[src/rtl/wm8731_pkg.sv]
// Shared types and constants for the WM8731 control-port responder.
package wm8731_pkg;

    // Transaction progress: address byte, two data bytes, each followed by its ACK slot.
    typedef enum logic [2:0] {
        ST_IDLE,
        ST_ADDR,
        ST_ACK0,
        ST_BYTE1,
        ST_ACK1,
        ST_BYTE2,
        ST_ACK2,
        ST_IGNORE
    } wm_state_t;

    // Codec register indices.
    localparam logic [3:0] R_LINVOL = 4'd0;
    localparam logic [3:0] R_RINVOL = 4'd1;
    localparam logic [3:0] R_LOUT1V = 4'd2;
    localparam logic [3:0] R_ROUT1V = 4'd3;
    localparam logic [3:0] R_APANA  = 4'd4;
    localparam logic [3:0] R_APDIGI = 4'd5;
    localparam logic [3:0] R_PWR    = 4'd6;
    localparam logic [3:0] R_IFACE  = 4'd7;
    localparam logic [3:0] R_SRATE  = 4'd8;
    localparam logic [3:0] R_ACTIVE = 4'd9;
    localparam logic [3:0] R_RESET  = 4'd15;

    localparam int WM_NUM_REGS = 10;

    // Power-on contents of R0..R9.
    localparam logic [8:0] WM_DEFAULTS [WM_NUM_REGS] = '{
        9'h097, 9'h097, 9'h079, 9'h079, 9'h00A,
        9'h008, 9'h09F, 9'h00A, 9'h000, 9'h000
    };

    // 7-bit bus address with CSB tied low.
    localparam logic [6:0] WM_DEV_ADDR = 7'h1A;

endpackage

[src/rtl/wm8731_i2c_responder_sync.sv]
// Synchronises raw SCL/SDA and derives clock edges plus START/STOP events.
// Events are combinational on the second synchroniser stage versus a delayed copy,
// so a pin change is acted upon at the third clock edge after it.
module i2c_line_sync (
    input  logic i_clk,
    input  logic i_rst_n,
    input  logic i_scl,
    input  logic i_sda,
    output logic o_scl_rise,
    output logic o_scl_fall,
    output logic o_start_det,
    output logic o_stop_det,
    output logic o_sda
);

    logic r_scl_s1, r_scl_s2, r_scl_d;
    logic r_sda_s1, r_sda_s2, r_sda_d;

    // Two-stage synchronisers plus one edge-detect stage; reset to the idle-bus level.
    always_ff @(posedge i_clk or negedge i_rst_n) begin
        if (!i_rst_n) begin
            r_scl_s1 <= 1'b1;
            r_scl_s2 <= 1'b1;
            r_scl_d  <= 1'b1;
            r_sda_s1 <= 1'b1;
            r_sda_s2 <= 1'b1;
            r_sda_d  <= 1'b1;
        end else begin
            r_scl_s1 <= i_scl;
            r_scl_s2 <= r_scl_s1;
            r_scl_d  <= r_scl_s2;
            r_sda_s1 <= i_sda;
            r_sda_s2 <= r_sda_s1;
            r_sda_d  <= r_sda_s2;
        end
    end

    assign o_scl_rise  =  r_scl_s2 & ~r_scl_d;
    assign o_scl_fall  = ~r_scl_s2 &  r_scl_d;
    // SDA may only move while SCL is high at a START or STOP.
    assign o_start_det =  r_scl_s2 & r_scl_d &  r_sda_d & ~r_sda_s2;
    assign o_stop_det  =  r_scl_s2 & r_scl_d & ~r_sda_d &  r_sda_s2;
    assign o_sda       =  r_sda_s2;

endmodule

[src/rtl/wm8731_i2c_responder.sv]
// WM8731 write-only control port: decodes 3-byte writes, ACKs them and holds R0..R9.
module wm8731_i2c_responder
    import wm8731_pkg::*;
#(
    parameter logic [6:0] DEV_ADDR = WM_DEV_ADDR
) (
    input  logic       clk_clk,
    input  logic       reset_reset_n,
    input  logic       i2c_SCLK,
    input  logic       i2c_SDAT_in,
    output logic       i2c_SDAT_oe,
    input  logic [3:0] reg_sel,
    output logic [8:0] reg_data,
    output logic       wr_valid,
    output logic [3:0] wr_addr,
    output logic [8:0] wr_data,
    output wm_state_t  o_dbg_state
);

    logic       w_scl_rise, w_scl_fall, w_start, w_stop, w_sda;
    wm_state_t  r_state, w_state_next;
    logic       r_sda_oe, w_oe_next;
    logic [2:0] r_bit_cnt;
    logic [6:0] r_shift;      // first seven bits; the eighth comes straight from the line
    logic [6:0] r_reg_addr;
    logic       r_d8;
    logic [8:0] r_bank [WM_NUM_REGS];
    logic       r_wr_valid;
    logic [3:0] r_wr_addr;
    logic [8:0] r_wr_data;

    logic       w_in_byte, w_shift_en, w_byte_done, w_commit;
    logic       w_idx_ok, w_bank_wr, w_soft_rst;
    logic [7:0] w_byte;
    logic [8:0] w_wdata;

    i2c_line_sync u_sync (
        .i_clk       (clk_clk),
        .i_rst_n     (reset_reset_n),
        .i_scl       (i2c_SCLK),
        .i_sda       (i2c_SDAT_in),
        .o_scl_rise  (w_scl_rise),
        .o_scl_fall  (w_scl_fall),
        .o_start_det (w_start),
        .o_stop_det  (w_stop),
        .o_sda       (w_sda)
    );

    assign w_in_byte   = (r_state == ST_ADDR) || (r_state == ST_BYTE1) || (r_state == ST_BYTE2);
    assign w_shift_en  = w_scl_rise && w_in_byte && !w_start && !w_stop;
    assign w_byte_done = w_shift_en && (r_bit_cnt == 3'd7);
    assign w_byte      = {r_shift, w_sda};
    assign w_wdata     = {r_d8, w_byte};
    assign w_commit    = w_byte_done && (r_state == ST_BYTE2);
    assign w_idx_ok    = (r_reg_addr[6:4] == 3'b000) && (r_reg_addr[3:0] <= R_ACTIVE);
    assign w_bank_wr   = w_commit && w_idx_ok;
    assign w_soft_rst  = w_commit && (r_reg_addr == {3'b000, R_RESET}) && (w_wdata == 9'd0);

    // Next state and ACK drive; bus events override everything, ACK slots span two SCL falls.
    always_comb begin
        w_state_next = r_state;
        w_oe_next    = r_sda_oe;
        if (w_stop) begin
            w_state_next = ST_IDLE;
            w_oe_next    = 1'b0;
        end else if (w_start) begin
            w_state_next = ST_ADDR;
            w_oe_next    = 1'b0;
        end else begin
            case (r_state)
                ST_ADDR: begin
                    if (w_byte_done)
                        w_state_next = (w_byte == {DEV_ADDR, 1'b0}) ? ST_ACK0 : ST_IGNORE;
                end
                ST_BYTE1: if (w_byte_done) w_state_next = ST_ACK1;
                ST_BYTE2: if (w_byte_done) w_state_next = ST_ACK2;
                ST_ACK0, ST_ACK1, ST_ACK2: begin
                    if (w_scl_fall) begin
                        if (!r_sda_oe) begin
                            w_oe_next = 1'b1;
                        end else begin
                            w_oe_next    = 1'b0;
                            w_state_next = (r_state == ST_ACK0) ? ST_BYTE1 :
                                           (r_state == ST_ACK1) ? ST_BYTE2 : ST_IGNORE;
                        end
                    end
                end
                default: ;
            endcase
        end
    end

    // FSM state and registered SDA pull-down.
    always_ff @(posedge clk_clk or negedge reset_reset_n) begin
        if (!reset_reset_n) begin
            r_state  <= ST_IDLE;
            r_sda_oe <= 1'b0;
        end else begin
            r_state  <= w_state_next;
            r_sda_oe <= w_oe_next;
        end
    end

    // Bit counter, shift register and the register-address / data[8] latch from byte 1.
    always_ff @(posedge clk_clk or negedge reset_reset_n) begin
        if (!reset_reset_n) begin
            r_bit_cnt  <= 3'd0;
            r_shift    <= 7'd0;
            r_reg_addr <= 7'd0;
            r_d8       <= 1'b0;
        end else begin
            if (w_start || w_stop) begin
                r_bit_cnt <= 3'd0;
            end else if (w_shift_en) begin
                r_bit_cnt <= r_bit_cnt + 3'd1;
                r_shift   <= w_byte[6:0];
            end
            if (w_byte_done && (r_state == ST_BYTE1)) begin
                r_reg_addr <= w_byte[7:1];
                r_d8       <= w_byte[0];
            end
        end
    end

    // Commit report: one-cycle pulse, address/data hold until the next commit.
    always_ff @(posedge clk_clk or negedge reset_reset_n) begin
        if (!reset_reset_n) begin
            r_wr_valid <= 1'b0;
            r_wr_addr  <= 4'd0;
            r_wr_data  <= 9'd0;
        end else begin
            r_wr_valid <= w_bank_wr || w_soft_rst;
            if (w_bank_wr || w_soft_rst) begin
                r_wr_addr <= w_soft_rst ? R_RESET : r_reg_addr[3:0];
                r_wr_data <= w_wdata;
            end
        end
    end

    // Register bank: defaults on reset or soft reset, single-entry update on a valid commit.
    always_ff @(posedge clk_clk or negedge reset_reset_n) begin
        if (!reset_reset_n) begin
            for (int i = 0; i < WM_NUM_REGS; i++) r_bank[i] <= WM_DEFAULTS[i];
        end else if (w_soft_rst) begin
            for (int i = 0; i < WM_NUM_REGS; i++) r_bank[i] <= WM_DEFAULTS[i];
        end else if (w_bank_wr) begin
            for (int i = 0; i < WM_NUM_REGS; i++)
                if (r_reg_addr[3:0] == 4'(i)) r_bank[i] <= w_wdata;
        end
    end

    // Read port; indices without a backing register read as zero.
    always_comb begin
        reg_data = 9'd0;
        for (int i = 0; i < WM_NUM_REGS; i++)
            if (reg_sel == 4'(i)) reg_data = r_bank[i];
    end

    assign i2c_SDAT_oe = r_sda_oe;
    assign wr_valid    = r_wr_valid;
    assign wr_addr     = r_wr_addr;
    assign wr_data     = r_wr_data;
    assign o_dbg_state = r_state;

endmodule

[config.mk]
export PLATFORM = sky130hd
export DESIGN_NAME = wm8731_i2c_responder
export DESIGN_NICKNAME = d
export VERILOG_FILES = /design/src/rtl/wm8731_pkg.sv /design/src/rtl/wm8731_i2c_responder_sync.sv /design/src/rtl/wm8731_i2c_responder.sv
export SDC_FILE = /design/constraint.sdc
export NUM_CORES = 1
export LEC_CHECK = 0
export CORE_UTILIZATION = 40
export CTS_BUF_LIST = sky130_fd_sc_hd__clkbuf_4 sky130_fd_sc_hd__clkbuf_8
export DETAILED_ROUTE_END_ITERATION = 10
export HOLD_SLACK_MARGIN = 0.06
export SKIP_LAST_GASP = 1
export SYNTH_ARGS = -nofsm -noshare
export SYNTH_HDL_FRONTEND = slang
export SYNTH_SLANG_ARGS = --single-unit
[constraint.sdc]
create_clock -name clk_clk -period 2.85 [get_ports clk_clk]
set_clock_uncertainty 0.1 [all_clocks]
set_input_delay 0.4275 -clock clk_clk [delete_from_list [all_inputs] [get_ports clk_clk]]
set_output_delay 0.4275 -clock clk_clk [all_outputs]
set_load 0.01 [all_outputs]
* After elaboration in Yosys (flattened, before gate mapping)
Cells that the tools add are included.
Operators by class: $add $sub $neg 1, magnitude comparators 1, equal/unequal tests 32, muxes and demuxes 41, bitwise gates (word level) 12, reductions and logical operators 49
Operator list (number):
- $mux 9 | 20
- $mux 90 | 2
- $mux 3 | 11
- $eq 4x3->1 const B | 8
- $reduce_and 2->1 | 12
- $reduce_bool 2->1 | 12
- $eq 4x2->1 const B | 4
- $eq 4x4->1 const B | 4
- $ne 4x4->1 const B | 4
- $eq 3x3->1 const B | 4
- $pmux 3 s4 | 1
- $logic_and 1x1->1 | 10
- $logic_not 9->1 | 1
- $eq 4x1->1 const B | 2
- $eq 8x6->1 const B | 1
- $logic_not 4->1 | 2
- $and 1x1->1 | 7
- $eq 7x4->1 const B | 1
- $eq 3x2->1 const B | 2
- $reduce_and 6->1 | 1
- $reduce_bool 3->1 | 2
- $reduce_bool 6->1 | 1
- $mux 1 | 5
- $not 1->1 | 5
- 10 further kinds | 14
Word-level totals: flip-flop bits (word level) 132, bits of input ports 8, word-level logic and storage cells 161

* Logic depth before layout (Yosys ltp)
depth in word-level cells 12, mapped depth 8, depth with buffers taken out 7

* Modules after synthesis
From an unflattened synthesis, not the netlist that was laid out.
Unflattened totals: cells, all modules 600, area total of the unflattened synthesis 6680.2 µm²
By module, submodules not included:
- wm8731_i2c_responder | instances 1, cells each 590, area each 6490.0 µm², seq. area each 3191.8 µm²
- i2c_line_sync | instances 1, cells each 10, area each 190.2 µm², seq. area each 157.7 µm²

* Least setup slack after synthesis
No wires, ideal clock.
path kind reg-to-reg, from reg r_state[1] (netlist: o_dbg_state[1]), to reg r_bank[36] in the netlist's numbering, library setup time 125 ps, arrival 2400 ps, data required time 2625 ps, setup slack 225 ps, stages on the path, launching flop included 7, clock period less this slack 2625 ps, cells stage by stage dfrtp_1 > or4_1 > nor4_4 > nand2_1 > buf_2 > o21ai_2 > mux2_2
Between the ends: longest elaborated chain between the ends 12, elaborated cells between the ends (all ways) 17, classes of those cells eq/ne (3); mux (1); reduce/logical (13)
RTL lines:
- start, declared | line wm8731_i2c_responder.sv:21 | wm_state_t r_state, w_state_next;
- start signal, assigned | line wm8731_i2c_responder.sv:99 | r_state <= w_state_next;
- $eq 3x1->1 / $eq 3x2->1 (equally long branches) | line wm8731_i2c_responder.sv:49 | assign w_in_byte = (r_state == ST_ADDR) || (r_state == ST_BYTE1) || (r_state == ST_BYTE2);
- $logic_or 1x1->1 (2 in series) | line wm8731_i2c_responder.sv:49
- $logic_and 1x1->1 (3 in series) | line wm8731_i2c_responder.sv:50 | assign w_shift_en = w_scl_rise && w_in_byte && !w_start && !w_stop;
- $logic_and 1x1->1 | line wm8731_i2c_responder.sv:51 | assign w_byte_done = w_shift_en && (r_bit_cnt == 3'd7);
- $logic_and 1x1->1 (*) | line wm8731_i2c_responder.sv:54 | assign w_commit = w_byte_done && (r_state == ST_BYTE2);
- $logic_and 1x1->1 (2 in series) | line wm8731_i2c_responder.sv:57 | assign w_soft_rst = w_commit && (r_reg_addr == {3'b000, R_RESET}) && (w_wdata == 9'd0);
- $reduce_bool 2->1 (no line)
- $reduce_and 2->1 (no line)
- end signal, assigned by index | line wm8731_i2c_responder.sv:148 | if (r_reg_addr[3:0] == 4'(i)) r_bank[i] <= w_wdata;
- end, declared | line wm8731_i2c_responder.sv:27 | logic [8:0] r_bank [WM_NUM_REGS];
Every way passes the cells marked *; elsewhere a longest branch is shown, timed or not. A chain may end at the register's enable or synchronous reset.

* Worst setup path in the final report
from in reg_sel[2], to out reg_data[7]
Between the ends: longest elaborated chain between the ends 11, elaborated cells between the ends (all ways) 20, classes of those cells eq/ne (9); mux (10); reduce/logical (1)
RTL lines:
- start, declared | line wm8731_i2c_responder.sv:12 | input logic [3:0] reg_sel,
- $logic_not 4->1 | line wm8731_i2c_responder.sv:156 | if (reg_sel == 4'(i)) reg_data = r_bank[i];
- $mux 9 (9 in series) | line wm8731_i2c_responder.sv:156
- $mux 9 (*) | line wm8731_i2c_responder.sv:156
- end, declared | line wm8731_i2c_responder.sv:13 | output logic [8:0] reg_data,
Marks and branches as above.

==> metrics list <==
- The Yosys step of the flow raised 0 warnings.
- DP Worst Slack: -0.3039 ns
- Vias per inst: around 5.5
- Req. time, crit path: approximately 2.3 ns
* Max Fanout on Critical Path: 10
- Setup violations remaining at the end of the flow were counted as 0.
- Top cells by area in the synthesized netlist: dfrtp_1, mux2_2, dfstp_2
* Global-route wire length before repair: approximately 25000 um
- The clock passes through at most 2 buffers.
- Crit start category: input pin
* Cell taking the most area after synthesis: dfrtp_1
- Total negative slack for setup checks: 0 ns
- Area share of the largest cell type after synthesis: 38.13%
- Chip Width: approximately 130 um
- Final worst setup slack: roughly 0.14 ns
* Antenna Nets Post-Route: 0
- Number of top-level pins: 35
* Static Leak: between 3 and 4 nW
* Vias in the first global route: between 4000 and 5000
- Sequential area share after synthesis: 53.72%
- Counting every sink on the clock net gives 132.
- Register bit total from synthesis: 132
- The smallest clock period supported by the final layout is computed as 2.713 ns.
- Worst hold-check path type: flip-flop to flip-flop
- Yosys mapped a number of flops with a built-in enable equal to 0.
* Via Count: roughly 4400
- The floorplan step defined a die boundary enclosing 16090 um^2.
* Clock root buffer master: clkbuf_8
* Final Hold Fails: 0
- Derived from the worst setup path, the maximum achievable clock frequency is about 370 MHz.
- Number of different library cells in the post-synthesis netlist: 47
- Counting flops with an async set or reset pin after synthesis yields a share of 100.0%.
* Share of the core filled with cells: between 40% and 50%
- Relative max-transition margin: between 50% and 60%
* Critical Path End Type: primary output
- Number of setup buffers added after CTS: 0
- Clock slew seen by the registers of the worst setup and hold paths: around 0.070 ns
- In this run the core area contains 45 standard-cell rows.
* Status: finished clean
- Standard cell with the maximum stage delay on the critical path: or3b_2
- Number of buffers inserted by port buffering: 34
* Arrival time of the worst setup path: between 2 and 2.5 ns
* Count of final max-slew check failures: 0
- Final cycle utilization of the critical path: 95.21%
- The largest single stage delay on the critical path is 0.52 ns.
* Max-cap violations: 0
- Final estimated routing congestion in global placement: roughly 0.97
* Vertical die dimension: about 130 um
- Final Power: slightly below 0.004 W
- Final WL: approximately 15000 um
* CP cell instances: clkdlybuf4s50_1 > buf_4 > or3b_2 > o21ai_0 > a2bb2oi_1 > dlygate4sd2_1
- Area Overhead vs Synth: 19.97%
* CTS buffer count: 17
- In the routed design, unresolved DRC markers number 0.
- The most used flip-flop cell after synthesis is dfrtp_1.
- After filler insertion, the fill cell instance count of the layout stands at 1368.
- The tightest hold path in the finished design has a slack of approximately 0.26 ns.
- The pre-antenna-repair detailed-routing pass consisted of 6 iterations.
- Routed wire length per instance: between 15 and 20 um
- Estimated wirelength of the detail-placed design: approximately 11000 um
- Worst vdd ir: 0.3003 mV
* Largest net degree at the start of global routing: 71
- For the worst-skew pair, the clock arrives at the later sink with an insertion delay of roughly 0.44 ns.
- Number of antenna violations at the first check in global routing: 0
- Mean area per synthesized cell: 11.68 um^2
- Fraction of layout instances using a drive strength above 1: 37.54%
- The initial utilization of the core area, before any placement, comes to between 40% and 50%.
- For this block, the initial DRC count from the detailed router was 233.
- Total global routing overflow: 0
- Final Net Count: 607
- TritonCTS clock tree: done
- Area of the placeable core: about 15000 um^2
* RSZ-0062 raised after global routing: no
* Least-Margin Pin Slew: 0.6911 ns
- GRT Total Usage: about a fifth
* Power density over the cells: a little over 500 nW/um^2
- Combined area of all synthesized cells: 6235 um^2
- Antenna Cells: 0
- Number of levels the H-tree was split into: 4
- Counting every net in the synthesized netlist gives 544.
* Gate count of the mapped netlist: roughly 530
- The setup path with the least slack is of type input pin to primary output.
[worst paths after layout]
check,start,end,slack (ns),cells past startpoint
worst min-delay path,u_sync.r_sda_s1,u_sync.o_sda,0.26,0
max in group asynchronous,reset_reset_n,u_sync.r_scl_d,1.51,3
worst max-delay path,reg_sel[2],reg_data[7],0.14,6
worst max register to register,r_shift[1],r_bank[11],0.14,7
min in group asynchronous,reset_reset_n,r_bank[20],0.32,2
worst min register to register,u_sync.r_sda_s1,u_sync.o_sda,0.26,0
[where the power goes]
part,switching (W),total [W],internal [W],leakage (nW)
registers,0.0000329,0.00196,0.00193,1.70
logic,0.000316,0.000475,0.000158,1.80
clock network,0.000717,0.00144,0.000727,0.176
total,0.00107,0.00388,0.00282,3.67
[metal layers]
| metal | routed length [um] | track usage, % | vias to the layer above |
|---|---|---|---|
| met5 | 0 | 0 | - |
| met4 | 220 | 6.022 | 0 |
| met3 | 730 | 4.850 | 22 |
| met2 | 7350 | 33.90 | 110 |
| met1 | 7137 | 27.40 | 2242 |
| li1 | - | - | 2043 |
[repair_timing]
item,4_1_cts,5_1_grt
gates resized for setup,22,6
setup endpoints to repair,9,16
hold endpoints to repair,20,0
pin swaps,1,0
hold buffers,1,0
[kinds of logic (layout without fill, tap and decap cells)]
logic type	Yosys count	in the layout	synth area share, %
buf+inv	36	112	2.187
mux	131	131	22.86
flops	132	132	53.72
xor+xnor	2	2	0.2810
simple gates	147	147	11.16
fa+ha+maj	2	2	0.4013
compound gates	84	84	9.392
[Yosys cell counts (5+ instances only)]
master / n
nand2_1: 84
nand2b_1: 5
dfrtp_1: 95
mux2i_1: 40
o21ai_0: 34
clkbuf_1: 30
a21oi_1: 9
nor2_1: 16
nor3_1: 5
nor2b_1: 5
a32oi_1: 7
a2bb2oi_1: 7
nand3_1: 11
mux2_2: 91
dfstp_2: 37
[cell type report]
class	instances	area (um^2)	area share (%)
clock buffers	19	261.5	3.496
clock inverters	13	108.9	1.455
inverters	3	11.26	0.1506
multi-input cells	366	2831	37.86
flip-flops and latches	132	3349	44.78
well taps	188	235.2	3.145
repair buffers	77	681.9	9.117
[placed cells by master, fill, tap and decap left out, drive strengths merged, types with 9 or more instances in the layout]
| master | instances |
|---|---|
| o21ai | 36 |
| dlygate4sd2 | 9 |
| dfrtp | 95 |
| dfstp | 37 |
| nand2 | 84 |
| buf | 44 |
| nand3 | 11 |
| mux2 | 91 |
| clkbuf | 20 |
| mux2i | 40 |
| nor2 | 16 |
| clkdlybuf4s50 | 21 |
| a21oi | 9 |
[state kept, by name, summed over array words and instances, names as in the netlist, 3 cells and up]
| name | cells |
|---|---|
| o_dbg_state | 3 |
| r_bank | 90 |
| r_bit_cnt | 3 |
| wr_addr | 4 |
| r_reg_addr | 7 |
| r_shift | 7 |
| wr_data | 9 |
[per-stage QoR]
stage,cell area [um^2],instances
after detailed placement,7037,765
final,7480,798
after global routing,7480,798
after floorplan,6235,534
after global placement,7037,765
after CTS,7466,798
[worst max-delay path: cells and delay by family]
family	cells	cell delay [ns]
compound gates	2	0.34
buf+inv	3	0.89
simple gates	1	0.52
(Power assumes the default switching activity.)
